[config.mk]
export PLATFORM = sky130hd
export DESIGN_NAME = itch_msg_parser_flat
export DESIGN_NICKNAME = d
export VERILOG_FILES = /design/src/rtl/itch_msg_parser_pkg.sv /design/src/rtl/itch_msg_parser_if.sv /design/src/rtl/itch_msg_parser.sv /design/src/flat_wrapper.sv
export SDC_FILE = /design/constraint.sdc
export NUM_CORES = 1
export LEC_CHECK = 0
export ABC_AREA = 1
export BUFFER_PORTS_ARGS = -buffer_cell sky130_fd_sc_hd__buf_2
export CAP_MARGIN = 10
export CORE_UTILIZATION = 56
export DETAILED_ROUTE_END_ITERATION = 12
export PLACE_DENSITY = 0.77
export RECOVER_POWER = 100
export SLEW_MARGIN = 20
export SYNTH_ARGS = -nofsm -noshare
export SYNTH_HDL_FRONTEND = slang
export SYNTH_SLANG_ARGS = --single-unit
[constraint.sdc]
create_clock -name clkIn -period 13.9 [get_ports clkIn]
set_input_delay 1.39 -clock clkIn [delete_from_list [all_inputs] [get_ports clkIn]]
set_output_delay 1.39 -clock clkIn [all_outputs]
set_load 0.005 [all_outputs]
[src/rtl/itch_msg_parser_pkg.sv]
// Shared constants for the ITCH 5.0 message splitter: message types, minimum lengths,
// field offsets within a message body, and the parser state encoding.
package itch_msg_parser_pkg;

  localparam logic [7:0] TYPE_ADD      = 8'h41;
  localparam logic [7:0] TYPE_ADD_MPID = 8'h46;
  localparam logic [7:0] TYPE_DEL      = 8'h44;
  localparam logic [7:0] TYPE_EXEC     = 8'h45;
  localparam logic [7:0] SIDE_BUY      = 8'h42;

  localparam logic [15:0] MIN_LEN_ADD      = 16'd36;
  localparam logic [15:0] MIN_LEN_ADD_MPID = 16'd40;
  localparam logic [15:0] MIN_LEN_DEL      = 16'd19;
  localparam logic [15:0] MIN_LEN_EXEC     = 16'd31;

  localparam logic [15:0] OFF_LOC_FIRST   = 16'd1;
  localparam logic [15:0] OFF_LOC_LAST    = 16'd2;
  localparam logic [15:0] OFF_REF_FIRST   = 16'd11;
  localparam logic [15:0] OFF_REF_LAST    = 16'd18;
  localparam logic [15:0] OFF_ADD_SIDE    = 16'd19;
  localparam logic [15:0] OFF_ADD_SH_FIRST = 16'd20;
  localparam logic [15:0] OFF_ADD_SH_LAST  = 16'd23;
  localparam logic [15:0] OFF_ADD_PR_FIRST = 16'd32;
  localparam logic [15:0] OFF_ADD_PR_LAST  = 16'd35;
  localparam logic [15:0] OFF_EXEC_SH_FIRST = 16'd19;
  localparam logic [15:0] OFF_EXEC_SH_LAST  = 16'd22;

  typedef enum logic [1:0] {
    ST_HDR,
    ST_LEN_HI,
    ST_LEN_LO,
    ST_BODY
  } parseState_t;

  function automatic logic isAdd(input logic [7:0] msgType);
    return (msgType == TYPE_ADD) || (msgType == TYPE_ADD_MPID);
  endfunction

  function automatic logic isSupported(input logic [7:0] msgType);
    return isAdd(msgType) || (msgType == TYPE_DEL) || (msgType == TYPE_EXEC);
  endfunction

  function automatic logic [15:0] minLen(input logic [7:0] msgType);
    case (msgType)
      TYPE_ADD:      return MIN_LEN_ADD;
      TYPE_ADD_MPID: return MIN_LEN_ADD_MPID;
      TYPE_DEL:      return MIN_LEN_DEL;
      TYPE_EXEC:     return MIN_LEN_EXEC;
      default:       return 16'd0;
    endcase
  endfunction

endpackage

[src/rtl/itch_msg_parser_if.sv]
// Byte-stream input and decoded-message output bundle of the ITCH message parser.
interface itch_msg_parser_if;
  logic        dataInValid;
  logic [7:0]  dataIn;
  logic        lastIn;
  logic        addValidOut;
  logic        delValidOut;
  logic        execValidOut;
  logic [63:0] refNumOut;
  logic [15:0] locateOut;
  logic [31:0] priceOut;
  logic [31:0] sharesOut;
  logic        buySellOut;
  logic [15:0] errCntOut;

  modport master (
    output dataInValid, dataIn, lastIn,
    input  addValidOut, delValidOut, execValidOut, refNumOut, locateOut,
           priceOut, sharesOut, buySellOut, errCntOut
  );

  modport slave (
    input  dataInValid, dataIn, lastIn,
    output addValidOut, delValidOut, execValidOut, refNumOut, locateOut,
           priceOut, sharesOut, buySellOut, errCntOut
  );
endinterface

[src/rtl/itch_msg_parser.sv]
// Splits a MoldUDP64 payload into ITCH 5.0 messages and emits Add/Delete/Executed
// fields with a one-cycle valid pulse; other message types are skipped.
//
// state     | meaning
// ----------+--------------------------------------------------------------
// ST_HDR    | skipping the MoldUDP64 header bytes
// ST_LEN_HI | waiting for the high byte of the message length
// ST_LEN_LO | waiting for the low byte of the message length
// ST_BODY   | consuming message bytes at offset 0..L-1, capturing fields
module itch_msg_parser
  import itch_msg_parser_pkg::*;
#(
  parameter int HDR_BYTES = 20
) (
  input logic           clkIn,
  input logic           rstIn,
  itch_msg_parser_if.slave bus
);

  localparam logic [15:0] HDR_LAST = 16'(HDR_BYTES - 1);

  parseState_t state;
  logic [15:0] hdrCnt;
  logic [15:0] offset;
  logic [15:0] msgLen;
  logic [7:0]  lenHi;
  logic [7:0]  msgType;

  logic [15:0] locSh,  locNxt;
  logic [63:0] refSh,  refNxt;
  logic        bsSh,   bsNxt;
  logic [31:0] shSh,   shNxt;
  logic [31:0] prSh,   prNxt;

  logic [7:0]  curType;
  logic        finalByte;
  logic        typeOk;
  logic        lenOk;

  logic        addValid, delValid, execValid;
  logic [63:0] refNum;
  logic [15:0] locate;
  logic [31:0] price, shares;
  logic        buySell;
  logic [15:0] errCnt;

  // Shadow fields merged with the current byte, so a field ending on the final byte
  // is complete in the same cycle the message is emitted.
  always_comb begin
    curType   = (offset == 16'd0) ? bus.dataIn : msgType;
    locNxt    = locSh;
    refNxt    = refSh;
    bsNxt     = bsSh;
    shNxt     = shSh;
    prNxt     = prSh;
    if (offset >= OFF_LOC_FIRST && offset <= OFF_LOC_LAST)
      locNxt = {locSh[7:0], bus.dataIn};
    if (offset >= OFF_REF_FIRST && offset <= OFF_REF_LAST)
      refNxt = {refSh[55:0], bus.dataIn};
    if (isAdd(curType)) begin
      if (offset == OFF_ADD_SIDE)
        bsNxt = (bus.dataIn == SIDE_BUY);
      if (offset >= OFF_ADD_SH_FIRST && offset <= OFF_ADD_SH_LAST)
        shNxt = {shSh[23:0], bus.dataIn};
      if (offset >= OFF_ADD_PR_FIRST && offset <= OFF_ADD_PR_LAST)
        prNxt = {prSh[23:0], bus.dataIn};
    end else if (curType == TYPE_EXEC) begin
      if (offset >= OFF_EXEC_SH_FIRST && offset <= OFF_EXEC_SH_LAST)
        shNxt = {shSh[23:0], bus.dataIn};
    end
    finalByte = (offset == (msgLen - 16'd1));
    typeOk    = isSupported(curType);
    lenOk     = (msgLen >= minLen(curType));
  end

  always_ff @(posedge clkIn or posedge rstIn) begin
    if (rstIn) begin
      state     <= ST_HDR;
      hdrCnt    <= '0;
      offset    <= '0;
      msgLen    <= '0;
      lenHi     <= '0;
      msgType   <= '0;
      locSh     <= '0;
      refSh     <= '0;
      bsSh      <= 1'b0;
      shSh      <= '0;
      prSh      <= '0;
      addValid  <= 1'b0;
      delValid  <= 1'b0;
      execValid <= 1'b0;
      refNum    <= '0;
      locate    <= '0;
      price     <= '0;
      shares    <= '0;
      buySell   <= 1'b0;
      errCnt    <= '0;
    end else begin
      addValid  <= 1'b0;
      delValid  <= 1'b0;
      execValid <= 1'b0;
      if (bus.dataInValid) begin
        case (state)
          ST_HDR: begin
            if (bus.lastIn) begin
              hdrCnt <= '0;
            end else if (hdrCnt == HDR_LAST) begin
              hdrCnt <= '0;
              state  <= ST_LEN_HI;
            end else begin
              hdrCnt <= hdrCnt + 16'd1;
            end
          end
          ST_LEN_HI: begin
            lenHi <= bus.dataIn;
            state <= bus.lastIn ? ST_HDR : ST_LEN_LO;
          end
          ST_LEN_LO: begin
            msgLen <= {lenHi, bus.dataIn};
            offset <= '0;
            if (bus.lastIn)
              state <= ST_HDR;
            else if ({lenHi, bus.dataIn} == 16'd0)
              state <= ST_LEN_HI;
            else
              state <= ST_BODY;
          end
          ST_BODY: begin
            if (offset == 16'd0)
              msgType <= bus.dataIn;
            locSh  <= locNxt;
            refSh  <= refNxt;
            bsSh   <= bsNxt;
            shSh   <= shNxt;
            prSh   <= prNxt;
            offset <= offset + 16'd1;
            if (finalByte) begin
              if (typeOk && lenOk) begin
                refNum <= refNxt;
                locate <= locNxt;
                case (curType)
                  TYPE_ADD, TYPE_ADD_MPID: begin
                    addValid <= 1'b1;
                    shares   <= shNxt;
                    price    <= prNxt;
                    buySell  <= bsNxt;
                  end
                  TYPE_DEL: delValid <= 1'b1;
                  TYPE_EXEC: begin
                    execValid <= 1'b1;
                    shares    <= shNxt;
                  end
                  default: ;
                endcase
              end else if (typeOk && errCnt != 16'hFFFF) begin
                errCnt <= errCnt + 16'd1;
              end
              state <= bus.lastIn ? ST_HDR : ST_LEN_HI;
            end else if (bus.lastIn) begin
              // A type byte alone is not counted as a truncated message.
              if (typeOk && offset != 16'd0 && errCnt != 16'hFFFF)
                errCnt <= errCnt + 16'd1;
              state <= ST_HDR;
            end
          end
          default: state <= ST_HDR;
        endcase
      end
    end
  end

  assign bus.addValidOut  = addValid;
  assign bus.delValidOut  = delValid;
  assign bus.execValidOut = execValid;
  assign bus.refNumOut    = refNum;
  assign bus.locateOut    = locate;
  assign bus.priceOut     = price;
  assign bus.sharesOut    = shares;
  assign bus.buySellOut   = buySell;
  assign bus.errCntOut    = errCnt;

endmodule

[src/flat_wrapper.sv]
// flat-port wrapper written by rule: the top's interface ports become plain ports
module itch_msg_parser_flat import itch_msg_parser_pkg::*;
#(
  parameter int HDR_BYTES = 20
)
  (clkIn, rstIn, bus_dataInValid, bus_dataIn, bus_lastIn, bus_addValidOut, bus_delValidOut, bus_execValidOut, bus_refNumOut, bus_locateOut, bus_priceOut, bus_sharesOut, bus_buySellOut, bus_errCntOut);
  itch_msg_parser_if bus_i ();
  input logic clkIn;
  input logic rstIn;
  input wire logic [$bits(bus_i.dataInValid)-1:0] bus_dataInValid;
  input wire logic [$bits(bus_i.dataIn)-1:0] bus_dataIn;
  input wire logic [$bits(bus_i.lastIn)-1:0] bus_lastIn;
  output wire logic [$bits(bus_i.addValidOut)-1:0] bus_addValidOut;
  output wire logic [$bits(bus_i.delValidOut)-1:0] bus_delValidOut;
  output wire logic [$bits(bus_i.execValidOut)-1:0] bus_execValidOut;
  output wire logic [$bits(bus_i.refNumOut)-1:0] bus_refNumOut;
  output wire logic [$bits(bus_i.locateOut)-1:0] bus_locateOut;
  output wire logic [$bits(bus_i.priceOut)-1:0] bus_priceOut;
  output wire logic [$bits(bus_i.sharesOut)-1:0] bus_sharesOut;
  output wire logic [$bits(bus_i.buySellOut)-1:0] bus_buySellOut;
  output wire logic [$bits(bus_i.errCntOut)-1:0] bus_errCntOut;
  assign bus_i.dataInValid = bus_dataInValid;
  assign bus_i.dataIn = bus_dataIn;
  assign bus_i.lastIn = bus_lastIn;
  assign bus_addValidOut = bus_i.addValidOut;
  assign bus_delValidOut = bus_i.delValidOut;
  assign bus_execValidOut = bus_i.execValidOut;
  assign bus_refNumOut = bus_i.refNumOut;
  assign bus_locateOut = bus_i.locateOut;
  assign bus_priceOut = bus_i.priceOut;
  assign bus_sharesOut = bus_i.sharesOut;
  assign bus_buySellOut = bus_i.buySellOut;
  assign bus_errCntOut = bus_i.errCntOut;
  itch_msg_parser #(.HDR_BYTES(HDR_BYTES)) u_core (.clkIn(clkIn), .rstIn(rstIn), .bus(bus_i));
endmodule
# Word-level counts from Yosys, hierarchy flattened
# Index checks and enable logic that the tools add are counted.
# Widths: inputs -> output; s select.
[op_classes]
eq_ne = 17
reduce_logical = 31
n_addsub = 4
n_mux = 44
magnitude_cmp = 11
[ops]
columns = ["cell", "n"]
rows = [
  ["$mux 32", 6],
  ["$mux 16", 8],
  ["$mux 64", 1],
  ["$add 16x1->16 const B", 3],
  ["$le 16x5->1 const B", 3],
  ["$eq 8x7->1 const B", 5],
  ["$eq 16x5->1 const B", 2],
  ["$ge 16x5->1 const B", 2],
  ["$logic_not 16->1", 2],
  ["$pmux 16 s2", 1],
  ["$pmux 6 s4", 1],
  ["$mux 1", 18],
  ["$eq 16x16->1", 1],
  ["$ge 16x1->1 const B", 1],
  ["$ge 16x4->1 const B", 1],
  ["$ge 16x6->1", 1],
  ["$ge 16x6->1 const B", 1],
  ["$le 16x2->1 const B", 1],
  ["$le 16x6->1 const B", 1],
  ["$ne 16x16->1 const B", 1],
  ["$reduce_bool 16->1", 1],
  ["$sub 16x1->16 const B", 1],
  ["$mux 2", 7],
  ["$reduce_and 2->1", 5],
  ["16 further kinds", 33],
]
[word_totals]
register_bits = 375
wordCells = 127

# Depth between registers and ports, before layout
[logic_depth]
word_depth = 11
ltp_mapped = 25
depth_no_buf = 23

# Worst setup path after synthesis
# No wires, ideal clock.
[synth_path]
path_type = "input-to-reg"
from = "input port bus_dataIn[1]"
to = "register u_core.shares[19] (netlist: u_core.bus.sharesOut[19])"
required_ns = 13.782
arrival_time_ns = 3.819
cell_stages = 19
path_buffers = 3
setup_ns = 0.118
slack_ns = 9.963
path_cell_list = "inv_1 > nand3_1 > nand2_1 > nand2_1 > nor2_2 > o21ai_4 > buf_2 > ha_1 > nand2_1 > nor2_1 > nand4_1 > nand4_1 > nand4_4 > nor2_4 > nand2_1 > buf_2 > buf_2 > nand3_1 > nand2_1"
[synth_via]
elab_chain_cells = 7
word_cells_on_any_way = 15
[synth_rtl]
columns = ["item", "line_no", "text"]
rows = [
  ["from (decl)", "flat_wrapper.sv:11", "input wire logic [$bits(bus_i.dataIn)-1:0] bus_dataIn;"],
  ["$mux 8 (*)", "--", ""],
  ["branches (longest 6 deep; another with $ge 16x6->1)", "--", ""],
  ["to (signal assigned)", "itch_msg_parser.sv:144", "shares <= shNxt;"],
  ["to (signal assigned)", "itch_msg_parser.sv:151", "shares <= shNxt;"],
  ["to (decl)", "itch_msg_parser.sv:43", "logic [31:0] price, shares;"],
]
# Mark *: on every way between the ends.
# A chain may end at the register's enable or synchronous reset.

# Worst setup path after layout
[layout_path]
from = "register u_core.offset[0]"
to = "register u_core.refNum[60] (netlist: u_core.bus.refNumOut[60])"
[layout_via]
elab_chain_cells = 8
word_cells_on_any_way = 18
[layout_rtl]
columns = ["item", "line_no", "text"]
rows = [
  ["from (decl)", "itch_msg_parser.sv:24", "logic [15:0] offset;"],
  ["from (signal assigned)", "itch_msg_parser.sv:136", "offset <= offset + 16'd1;"],
  ["branches (longest 8 deep; another with $ge 16x6->1)", "--", ""],
  ["to (signal assigned)", "itch_msg_parser.sv:139", "refNum <= refNxt;"],
  ["to (decl)", "itch_msg_parser.sv:41", "logic [63:0] refNum;"],
]
# Several ways; the timed one is not identified.

==> key figures <==
Outcome
  • Outcome: complete, but fails checks
  • Failing checks: max-capacitance violations, max-slew violations

Die
  • Die Span X: 189 um
  • Die area: 0.0357 mm2
  • Die Ht: 189 um
  • Core ar.: 0.0345 mm2
  • Std-Cell Rows: 68
  • Initial Util: 56.8%
  • Ports: 176

Worst setup path
  • Critical path launch point type: register
  • Critical path cell sequence: inv_1 -> ha_1 -> nand2_1 -> nor2_1 -> nand2_1 -> nand2_1 -> nand2_1 -> nand2_1 -> nor2_1 -> o21ai_4 -> buf_4 -> ha_1 -> nand2_1 -> nor2_1 -> nand4_1 -> nand4_1 -> nand4_1 -> nor2_4 -> clkbuf_1 -> nand2_1 -> clkbuf_1 -> o21ai_0
  • Worst reg2reg path endpoint: u_core.bus.refNumOut[60]
  • Reg2reg setup slack: 4.96 ns
  • Critical path arrival: 9.37 ns
  • Setup crit start: u_core.offset[0]
  • Critical path depth: 22
  • Cell family with most CP delay: buffers and inverters
  • Crit. End Element: register
  • CP Max Fanout: 72
  • Slowest CP cell: clkbuf_1
  • Critical Path End: u_core.bus.refNumOut[60]
  • Crit Path Category: register to register
  • Max incr delay on CP: 1.92 ns
  • Worst R2R Path Depth: 22
  • CP required: 14.33 ns
  • Most common cell on crit path: nand2_1
  • Reg2Reg Launch Point: u_core.offset[0]
  • CP bufs+invs: 4

Clock network
  • CTS Hold Bufs: 0
  • Post-CTS resize count: 0
  • Reg clk slew, reported paths: 0.07 ns
  • Htree depth: 2
  • CTS buffer count: 41
  • Max Buffers Root-to-Sink: 3
  • Latest clock arrival within the worst-skew pair: 0.57 ns
  • Sink Count: 375
  • CTS root buf: clkbuf_16
  • Post-CTS setup buffers: 0
  • CTS tree: built

STA
  • Final hold violation count: 0
  • Max-slew violation count: 629
  • Worst slew pin tran: 5.71 ns
  • Minimum clock period: 8.94 ns
  • Max-Slew Margin vs Limit: -283%
  • FMAX: 112 MHz
  • Post-Route Skew: 0.0193 ns
  • Unrepaired setup endpoints after global routing: no
  • TNS Setup: 0 ns
  • Setup ws final: 4.96 ns
  • Final period util: 64.3%
  • WHS: 0.473 ns
  • Final Setup Violations: 0

Cells and area
  • Layout cell share with drive strength beyond 1: 7.77%
  • Commonest non-fill, non-tap cell in the layout: nand2_1
  • Most frequent cells in the layout: 863 x nand2_1, 389 x o21ai_0, 375 x dfrtp_1
  • # diodes: 0
  • Final Cell Area: 0.0217 mm2
  • NumNets Final: 2738
  • P&R area growth vs syn: 10.8%
  • Fin util: 63.0%

GRT
  • Grt ovf: 0
  • First-pass GRT wire length: 86.9 mm
  • Met1 usage: 44.5%
  • Met2 layer usage reported by global route: 45.1%
  • Pin count of the biggest net entering global routing: 177
  • Antenna violations before repair: 0
  • Tot GR Track Use: 30.2%
  • GRT busiest layer: met2
  • Vias in the first global route: 16.8k
  • Met3 Track Usage GR: 4.36%

Drt
  • Post-route ant nets: 0
  • Final wirelength: 52.7 mm
  • WL per Instance: 16.5 um
  • DR DRC count: 0
  • Initial DRC count: 1763
  • Initial DRT Pass Iterations: 5
  • Vias/cell: 5.60
  • Via count: 17.9k

Logic synthesis
  • Synthesis warning total: 0
  • Compound-Gate Fraction of Synth Area: 14.6%
  • Post-Synth XOR/XNOR Area: 1.19%
  • Net count after synthesis: 2649
  • Post-Synth Adder-Cell Area: 0.831%
  • Register bit total from synthesis: 375
  • Synth Area per Inst: 7.46 um2
  • Largest family of logic cells by synthesized area: simple AND/OR/NAND/NOR gates
  • Multiplexer share of the synthesized area: 0.409%
  • Post-Synth Simple-Gate Area: 26.8%
  • Synth cell types: 48
  • Cell count after synthesis: 2624
  • Mapped Area: 0.0196 mm2
  • Seq/Total Area, Yosys: 47.9%

Run
  • Number of max-cap violations: 8

Place
  • Final Wtd Congestion: 0.932
  • I/O Buffers: 175
  • DP Worst Slack: 7.89 ns
  • Area after DPL: 0.0205 mm2
  • Hpwl dp: 34.3 mm

Worst hold path
  • Hold Path Class: register to register

Power
  • Power Dens Cells: 211 mW/mm2
  • Leak pwr: 11.0 nW
  • VDD IR-drop max: 0.247 mV
## synth_stat cells (all sizes together)
cell | instances | share of area (%)
nand2 | 868 | 17
o21ai | 426 | 11
dfrtp | 375 | 48
inv | 243 | 4.7
nor2 | 183 | 3.9
nand3 | 132 | 3.4
buf | 74 | 2.2
clkbuf | 73 | 1.4
a21oi | 67 | 1.7
nand4 | 44 | 1.5
o211ai | 33 | 1.3
nor3 | 19 | 0.49
xor2 | 17 | 0.76
ha | 13 | 0.83
nor4 | 10 | 0.32
mux2i | 8 | 0.41
xnor2 | 7 | 0.31
nand3b | 5 | 0.19
o22ai | 5 | 0.16
nor3b | 4 | 0.15
o31ai | 3 | 0.12
a31oi | 2 | 0.064
and3 | 2 | 0.064
o41ai | 2 | 0.089
a211oi | 1 | 0.038
a22oi | 1 | 0.038
a32o | 1 | 0.051
and2 | 1 | 0.032
clkinv | 1 | 0.019
o221ai | 1 | 0.045
o311ai | 1 | 0.045
or3 | 1 | 0.032
xnor3 | 1 | 0.12
## worst min-delay path by stage
stage | cells after the start | slack, ns | startpoint | end
after floorplan | 2 | 0.45 | u_core.msgType[6] | u_core.msgType[6]
after global placement | 2 | 0.45 | u_core.bus.refNumOut[41] | u_core.bus.refNumOut[41]
after detailed placement | 2 | 0.46 | u_core.bus.refNumOut[44] | u_core.bus.refNumOut[44]
after CTS | 2 | 0.47 | u_core.bus.refNumOut[44] | u_core.bus.refNumOut[44]
after global routing | 2 | 0.49 | u_core.bus.priceOut[17] | u_core.bus.priceOut[17]
final | 2 | 0.47 | u_core.bus.priceOut[17] | u_core.bus.priceOut[17]
## sequential cells by signal, indices dropped and copies added, names as in the netlist
signal / count
u_core.bus.priceOut: 32
u_core.state: 2
u_core.msgLen: 16
u_core.locSh: 16
u_core.bus.buySellOut: 1
u_core.bus.errCntOut: 16
u_core.refSh: 64
u_core.bsSh: 1
u_core.bus.delValidOut: 1
u_core.bus.execValidOut: 1
u_core.msgType: 8
u_core.hdrCnt: 16
u_core.bus.refNumOut: 64
u_core.offset: 16
u_core.prSh: 32
u_core.lenHi: 8
u_core.bus.addValidOut: 1
u_core.bus.sharesOut: 32
u_core.shSh: 32
u_core.bus.locateOut: 16
## power breakdown
group / switching, mW / internal, mW
registers: 0.192 / 1.34
clock network: 0.456 / 0.634
logic: 1.42 / 0.548
total: 2.06 / 2.52
## metal layers
| metal | wire length, um | vias to the layer above |
|---|---|---|
| met1 | 24000 | 8465 |
| met2 | 23500 | 663 |
| li1 | - | 8655 |
| met5 | 0 | - |
| met3 | 3600 | 108 |
| met4 | 1680 | 0 |
## area by class of cell
class	instances	area, um2
clock buffers	59	1190
clock inverters	12	136
fillers	3078	12800
inverters	244	917
multi-input cells	1858	8590
flip-flops and latches	375	9380
well taps	455	569
repair buffers	193	911
## worst reg2reg max path: cells and delay by family (launching register included)
family / cells / cell delay (ns)
AO/OA/AOI/OAI: 2 / 0.83
buffers and inverters: 4 / 3.84
adder cells (fa/ha/maj): 2 / 0.45
AND/OR/NAND/NOR: 14 / 3.22
flip-flops: 1 / 0.46
## cell families after synthesis
group           count (synthesis)
buf+inv                       391
flops                         375
fa+ha+maj                      13
mux                             8
simple gates                 1269
xor+xnor                       25
compound gates                543
## metrics by stage
step | power (mW) | instances
floorplan | 3.01 | 2624
global placement | 3.43 | 3125
detailed placement | 3.46 | 3125
CTS | 4.57 | 3196
global route | 4.95 | 3196
finish | 4.58 | 3196
No activity file was read; power rests on OpenSTA's default activity.
